===== src/rtl/mesm6_arb_pkg.sv =====
// Shared types and widths for the mesm6 instruction/data memory arbiter.
package mesm6_arb_pkg;

    localparam int MEM_ADDR_W = 15;
    localparam int MEM_DATA_W = 48;

    typedef enum logic [1:0] {
        IDLE = 2'd0,
        DATA = 2'd1,
        INSN = 2'd2,
        DONE = 2'd3
    } arb_state_t;

endpackage


===== src/rtl/mesm6_word_cache.sv =====
// One-entry instruction word cache: a single tag/valid/data triple.
// Filled on every completed instruction fetch, invalidated by a data write
// to the cached address. Only instantiated when MESM6_ARB_WORD_CACHE_EN is set.
module mesm6_word_cache
    import mesm6_arb_pkg::*;
#(
    parameter int ADDR_W = MEM_ADDR_W,
    parameter int DATA_W = MEM_DATA_W
) (
    input  logic              clk,
    input  logic              reset,
    input  logic [ADDR_W-1:0] lookup_addr,
    output logic              hit,
    output logic [DATA_W-1:0] rd_data,
    input  logic              fill_en,
    input  logic [ADDR_W-1:0] fill_addr,
    input  logic [DATA_W-1:0] fill_data,
    input  logic              inval_en,
    input  logic [ADDR_W-1:0] inval_addr
);

    logic              valid;
    logic [ADDR_W-1:0] tag;
    logic [DATA_W-1:0] data;

    // Fill wins over invalidate; the two never coincide since they come from different states.
    always_ff @(posedge clk) begin
        if (reset) begin
            valid <= 1'b0;
        end else if (fill_en) begin
            valid <= 1'b1;
            tag   <= fill_addr;
            data  <= fill_data;
        end else if (inval_en && (inval_addr == tag)) begin
            valid <= 1'b0;
        end
    end

    assign hit     = valid && (lookup_addr == tag);
    assign rd_data = data;

endmodule


===== src/rtl/mesm6_mem_arbiter.sv =====
// Arbiter sharing one single-ported memory between the mesm6 instruction and
// data buses. A request set sampled in IDLE is served one memory op at a time
// and all dones for that set pulse together in DONE.
// Optional feature macro: MESM6_ARB_WORD_CACHE_EN (one-entry fetch word cache).
module mesm6_mem_arbiter
    import mesm6_arb_pkg::*;
#(
    parameter int ADDR_W       = MEM_ADDR_W,
    parameter int DATA_W       = MEM_DATA_W,
    parameter int IFETCH_FIRST = 0
) (
    input  logic              clk,
    input  logic              reset,
    input  logic              ibus_fetch,
    input  logic [ADDR_W-1:0] ibus_addr,
    output logic [DATA_W-1:0] ibus_input,
    output logic              ibus_done,
    input  logic              dbus_read,
    input  logic              dbus_write,
    input  logic [ADDR_W-1:0] dbus_addr,
    input  logic [DATA_W-1:0] dbus_output,
    output logic [DATA_W-1:0] dbus_input,
    output logic              dbus_done,
    output logic              mem_read,
    output logic              mem_write,
    output logic [ADDR_W-1:0] mem_addr,
    output logic [DATA_W-1:0] mem_wdata,
    input  logic [DATA_W-1:0] mem_rdata,
    input  logic              mem_done
);

    arb_state_t        state, state_nxt;
    logic              pend_i, pend_d;
    logic              orig_i, orig_d;
    logic              op_wr;
    logic [ADDR_W-1:0] lat_iaddr, lat_daddr;
    logic [DATA_W-1:0] lat_wdata;

    logic              in_idle;
    logic              fetch_hit;
    logic              req_i, req_d;
    logic              orig_i_nxt, orig_d_nxt, op_wr_nxt;
    logic [ADDR_W-1:0] iaddr_nxt, daddr_nxt;
    logic [DATA_W-1:0] wdata_nxt;

`ifdef MESM6_ARB_WORD_CACHE_EN
    logic              cache_hit;
    logic [DATA_W-1:0] cache_rdata;

    mesm6_word_cache #(
        .ADDR_W (ADDR_W),
        .DATA_W (DATA_W)
    ) u_word_cache (
        .clk         (clk),
        .reset       (reset),
        .lookup_addr (ibus_addr),
        .hit         (cache_hit),
        .rd_data     (cache_rdata),
        .fill_en     ((state == INSN) && mem_done),
        .fill_addr   (lat_iaddr),
        .fill_data   (mem_rdata),
        .inval_en    ((state == DATA) && mem_done && op_wr),
        .inval_addr  (lat_daddr)
    );
`else
    logic              cache_hit;
    assign cache_hit = 1'b0;
`endif

    // Request set and operands are only taken in IDLE; elsewhere the latched copies hold.
    always_comb begin
        in_idle    = (state == IDLE);
        fetch_hit  = ibus_fetch && cache_hit;
        req_i      = ibus_fetch && !fetch_hit;
        req_d      = dbus_read || dbus_write;
        orig_i_nxt = in_idle ? ibus_fetch  : orig_i;
        orig_d_nxt = in_idle ? req_d       : orig_d;
        op_wr_nxt  = in_idle ? dbus_write  : op_wr;
        iaddr_nxt  = in_idle ? ibus_addr   : lat_iaddr;
        daddr_nxt  = in_idle ? dbus_addr   : lat_daddr;
        wdata_nxt  = in_idle ? dbus_output : lat_wdata;
    end

    // Next-state decode: serve pending ops one at a time, then a single DONE cycle.
    always_comb begin
        state_nxt = state;
        unique case (state)
            IDLE: begin
                if (req_d && req_i)
                    state_nxt = (IFETCH_FIRST != 0) ? INSN : DATA;
                else if (req_d)
                    state_nxt = DATA;
                else if (req_i)
                    state_nxt = INSN;
                else if (ibus_fetch)
                    state_nxt = DONE;
                else
                    state_nxt = IDLE;
            end
            DATA: if (mem_done) state_nxt = pend_i ? INSN : DONE;
            INSN: if (mem_done) state_nxt = pend_d ? DATA : DONE;
            DONE: state_nxt = IDLE;
            default: state_nxt = IDLE;
        endcase
    end

    // Control state, pending flags, registered strobes/dones and read-data capture.
    always_ff @(posedge clk) begin
        if (reset) begin
            state      <= IDLE;
            pend_i     <= 1'b0;
            pend_d     <= 1'b0;
            orig_i     <= 1'b0;
            orig_d     <= 1'b0;
            mem_read   <= 1'b0;
            mem_write  <= 1'b0;
            ibus_done  <= 1'b0;
            dbus_done  <= 1'b0;
            ibus_input <= '0;
            dbus_input <= '0;
        end else begin
            state     <= state_nxt;
            orig_i    <= orig_i_nxt;
            orig_d    <= orig_d_nxt;
            mem_read  <= (state_nxt == INSN) || ((state_nxt == DATA) && !op_wr_nxt);
            mem_write <= (state_nxt == DATA) && op_wr_nxt;
            ibus_done <= (state_nxt == DONE) && orig_i_nxt;
            dbus_done <= (state_nxt == DONE) && orig_d_nxt;

            if (in_idle) begin
                pend_i <= req_i;
                pend_d <= req_d;
`ifdef MESM6_ARB_WORD_CACHE_EN
                if (fetch_hit)
                    ibus_input <= cache_rdata;
`endif
            end

            if ((state == DATA) && mem_done) begin
                pend_d <= 1'b0;
                if (!op_wr)
                    dbus_input <= mem_rdata;
            end

            if ((state == INSN) && mem_done) begin
                pend_i     <= 1'b0;
                ibus_input <= mem_rdata;
            end
        end
    end

    // Operand latches and memory address/data; kept across reset on purpose.
    always_ff @(posedge clk) begin
        op_wr     <= op_wr_nxt;
        lat_iaddr <= iaddr_nxt;
        lat_daddr <= daddr_nxt;
        lat_wdata <= wdata_nxt;
        mem_addr  <= (state_nxt == INSN) ? iaddr_nxt : daddr_nxt;
        mem_wdata <= wdata_nxt;
    end

endmodule


===== config.mk =====
export PLATFORM = sky130hd
export DESIGN_NAME = mesm6_mem_arbiter
export DESIGN_NICKNAME = d
export VERILOG_FILES = /design/src/rtl/mesm6_arb_pkg.sv /design/src/rtl/mesm6_word_cache.sv /design/src/rtl/mesm6_mem_arbiter.sv
export SDC_FILE = /design/constraint.sdc
export NUM_CORES = 1
export LEC_CHECK = 0
export BUFFER_PORTS_ARGS = -buffer_cell sky130_fd_sc_hd__buf_2
export CORE_MARGIN = 2
export CORE_UTILIZATION = 42
export CTS_CLUSTER_SIZE = 20
export DETAILED_ROUTE_END_ITERATION = 10
export PLACE_DENSITY = 0.83
export SYNTH_ARGS = -nofsm -noshare
export SYNTH_HDL_FRONTEND = slang
export SYNTH_SLANG_ARGS = --single-unit
export TNS_END_PERCENT = 50

===== constraint.sdc =====
create_clock -name clk -period 2.45 [get_ports clk]
set_clock_uncertainty 0.05 [all_clocks]
set_input_delay 0.49 -clock clk [delete_from_list [all_inputs] [get_ports clk]]
set_output_delay 0.49 -clock clk [all_outputs]
set_load 0.01 [all_outputs]

==> impl_metrics.yaml <==
power_and_ir_drop:
  power.density_nw_per_um2: 860
  p_leak_uw: 0.00395
  ir_worst_vdd_mv: 0.432
clocking:
  cts_hold_buf: 0
  h-tree-depth: 4
  postCtsSetupBuffers: 0
  cts-root-buf: "clkbuf_16"
  cts_tree: "done"
  clkLatencyLatePin_ps: 420
  cts.path.max_buffers: 2
  cts_resized: 0
  cts_buffers: 17
  cts.reportedPaths.clkPinSlew_ps: 80
  clock-sinks: 200
timing:
  drv_slew: 0
  hold_viol: 0
  post-route-period-util_pct: 87.9
  rsz0062_at_grt: "false"
  setup_tns_ps: 0
  min_period_ps: 2150
  finalSetupViolations: 0
  fmax_mhz: 465
  tightest_slew_ps: 1040
  hold_slack_ps: 190
  slew_headroom_pct: 30.5
critical_path:
  rr_worst_depth: 4
  r2r_setup_slack_ps: 300
  cp.required_ps: 2750
  cp_max_fo: 48
  crit_arrival_ps: 2450
  path_class: "reg -> reg"
  startpoint_type: "register"
  r2r-start: "state[0]"
  reg2reg_to: "ibus_input[28]"
  cp-end-kind: "register"
run:
  drv_cap: 0
logic_synthesis:
  syn_avg_cell_area_um2: 10.9
  syn_inst: 607
  synth-seq-area-share_pct: 67.6
  synth_cell_types: 27
  syn_nets: 739
  synthesis.area_um2: 6640
  synth_warnings: 0
  ys_ff_latch: 200
cells_and_area:
  fin_cells: 1114
  utilization_pct: 58.5
  drive_gt1_share_pct: 42.7
  diodes: 0
  area_delta_synth_final_pct: 35.1
  nets: 1022
place:
  placed_cells: 1082
  place_congestion: 0.787
  port-buffer-count: 294
  dpl.hpwl_mm: 12.3
die:
  die_w_um: 130
  pin_count: 295
  dieArea_um2: 16800
  die-height_um: 130
  core_area_um2: 15300
  start_util_pct: 43.3
  rows: 45
drt:
  antenna_left: 0
  routed_wl_mm: 17.6
  drt-wirelength-per-cell_um: 15.8
  num_vias: 5336
  vias_per_cell: 4.79
  drt-pass1-iter-count: 8
  drc: 0
  drt_iter0_drc: 261
grt:
  grtUsageTotal_pct: 19.9
  grt_pass1_vias: 5005
  grt.overflow.total: 0
  antenna_found_initial: 0
  grt_first_pass_wirelength_mm: 25.7
  grt_max_degree: 83
hold_path:
  holdPathStages: 1
  hold_start: "dbus_output[26]"
  min_path_type: "in -> reg"
  min_to: "lat_wdata[26]"
outcome:
  status: "completed"
## stage by stage
| step | power, uW | instance area (um2) | setup WS, ps |
|---|---|---|---|
| after floorplan | 4430 | 6640 | 76.6 |
| after global placement | 4850 | 8340 | 282 |
| after detailed placement | 4890 | 8340 | 298 |
| after CTS | 7780 | 8960 | 267 |
| after global routing | 8010 | 8960 | 145 |
| final | 7710 | 8960 | 297 |
## worst max-delay path: stages (launching register included)
cell and delay [ps]:
dfxtp_1 560, nand2b_1 250, or2_2 810, nand2_1 160, a21oi_1 210
## area by class of cell
type                            count  area [um2]
Sequential cell                   200        4480
Timing Repair Buffer              302        1600
Tap cell                          211         264
Inverter                            2        7.51
Clock inverter                     14         185
Fill cell                        1318        6350
Clock buffer                       18         439
Multi-Input combinational cell    367        1990
## power breakdown
| group | internal, uW | switching, uW |
|---|---|---|
| clock | 1590 | 1310 |
| sequential | 3720 | 105 |
| combinational | 454 | 533 |
## synth_stat cells (all sizes together)
library cell,number,share of area [%]
a211oi,2,0.23
inv,2,0.11
nand2b,1,0.094
dfxtp,152,46
nor2b,2,0.19
nor3,2,0.15
o21ai,4,0.30
clkbuf,25,1.4
or2,2,0.19
mux2i,1,0.15
and3b,3,0.40
mux2,45,8.1
a21oi,100,7.5
edfxtp,48,22
nor2,4,0.26
nand2,195,11
and3,2,0.19
nor4,1,0.32
or3,1,0.094
o2111ai,1,0.13
buf,13,1.2
a221oi,1,0.23
## sequential cells by signal (all words and copies together) (netlist names)
register    count
mem_write       1
orig_d          1
mem_addr       15
lat_daddr      15
ibus_done       1
dbus_input     48
orig_i          1
dbus_done       1
mem_read        1
lat_wdata      48
state           2
lat_iaddr      15
op_wr           1
pend_i          1
pend_d          1
ibus_input     48
## cell usage in the layout, fill, tap and decap left out
cell        instances
clkbuf_16          17
o21ai_0             4
inv_6               2
or2_1               1
or2_2               1
and3b_1             3
nor4_4              1
nor2b_1             2
a211oi_1            2
clkinv_4            1
buf_4               4
buf_2             293
bufinv_16           2
clkinvlp_4          2
mux2i_1             1
nor3_2              1
nand2_1           195
inv_4               1
a21oi_1           100
nand2b_1            1
and3_1              2
inv_8               4
nor2_1              2
inv_1               2
a221oi_2            1
dfxtp_1           152
clkinv_8            2
edfxtp_1           48
o2111ai_1           1
mux2_4              9
clkbuf_8            1
buf_12              5
nor2_4              2
or3_2               1
nor3_1              1
mux2_2             36
## worst max-delay path by stage
stage | from | endpoint | cells past startpoint
after global placement | mem_done | mem_addr[3] | 6
after floorplan | state[1] | mem_addr[10] | 5
after detailed placement | mem_done | mem_addr[0] | 6
after global routing | state[0] | ibus_input[13] | 4
after CTS | state[0] | ibus_input[28] | 4
final | state[0] | ibus_input[28] | 4
## logic make-up (layout without fill, tap and decap cells)
logic type	after synthesis	count (layout)	synth area share, %
DFF	200	200	67.6
buffers and inverters	40	336	2.77
muxes	46	46	8.30
and+or+nand+nor	213	213	12.9
AOI/OAI and AO/OA	108	108	8.43
## layer usage
metal / routed length, um / share of wire (%) / vias to the layer above / global-route usage, %
li1: - / - / 2597 / -
met1: 6700 / 38 / 2477 / 22.2
met2: 9000 / 51 / 241 / 35.4
met3: 1570 / 8.9 / 21 / 6.60
met4: 317 / 1.8 / 0 / 7.15
met5: 0 / 0 / - / 0
(Power assumes the default switching activity.)
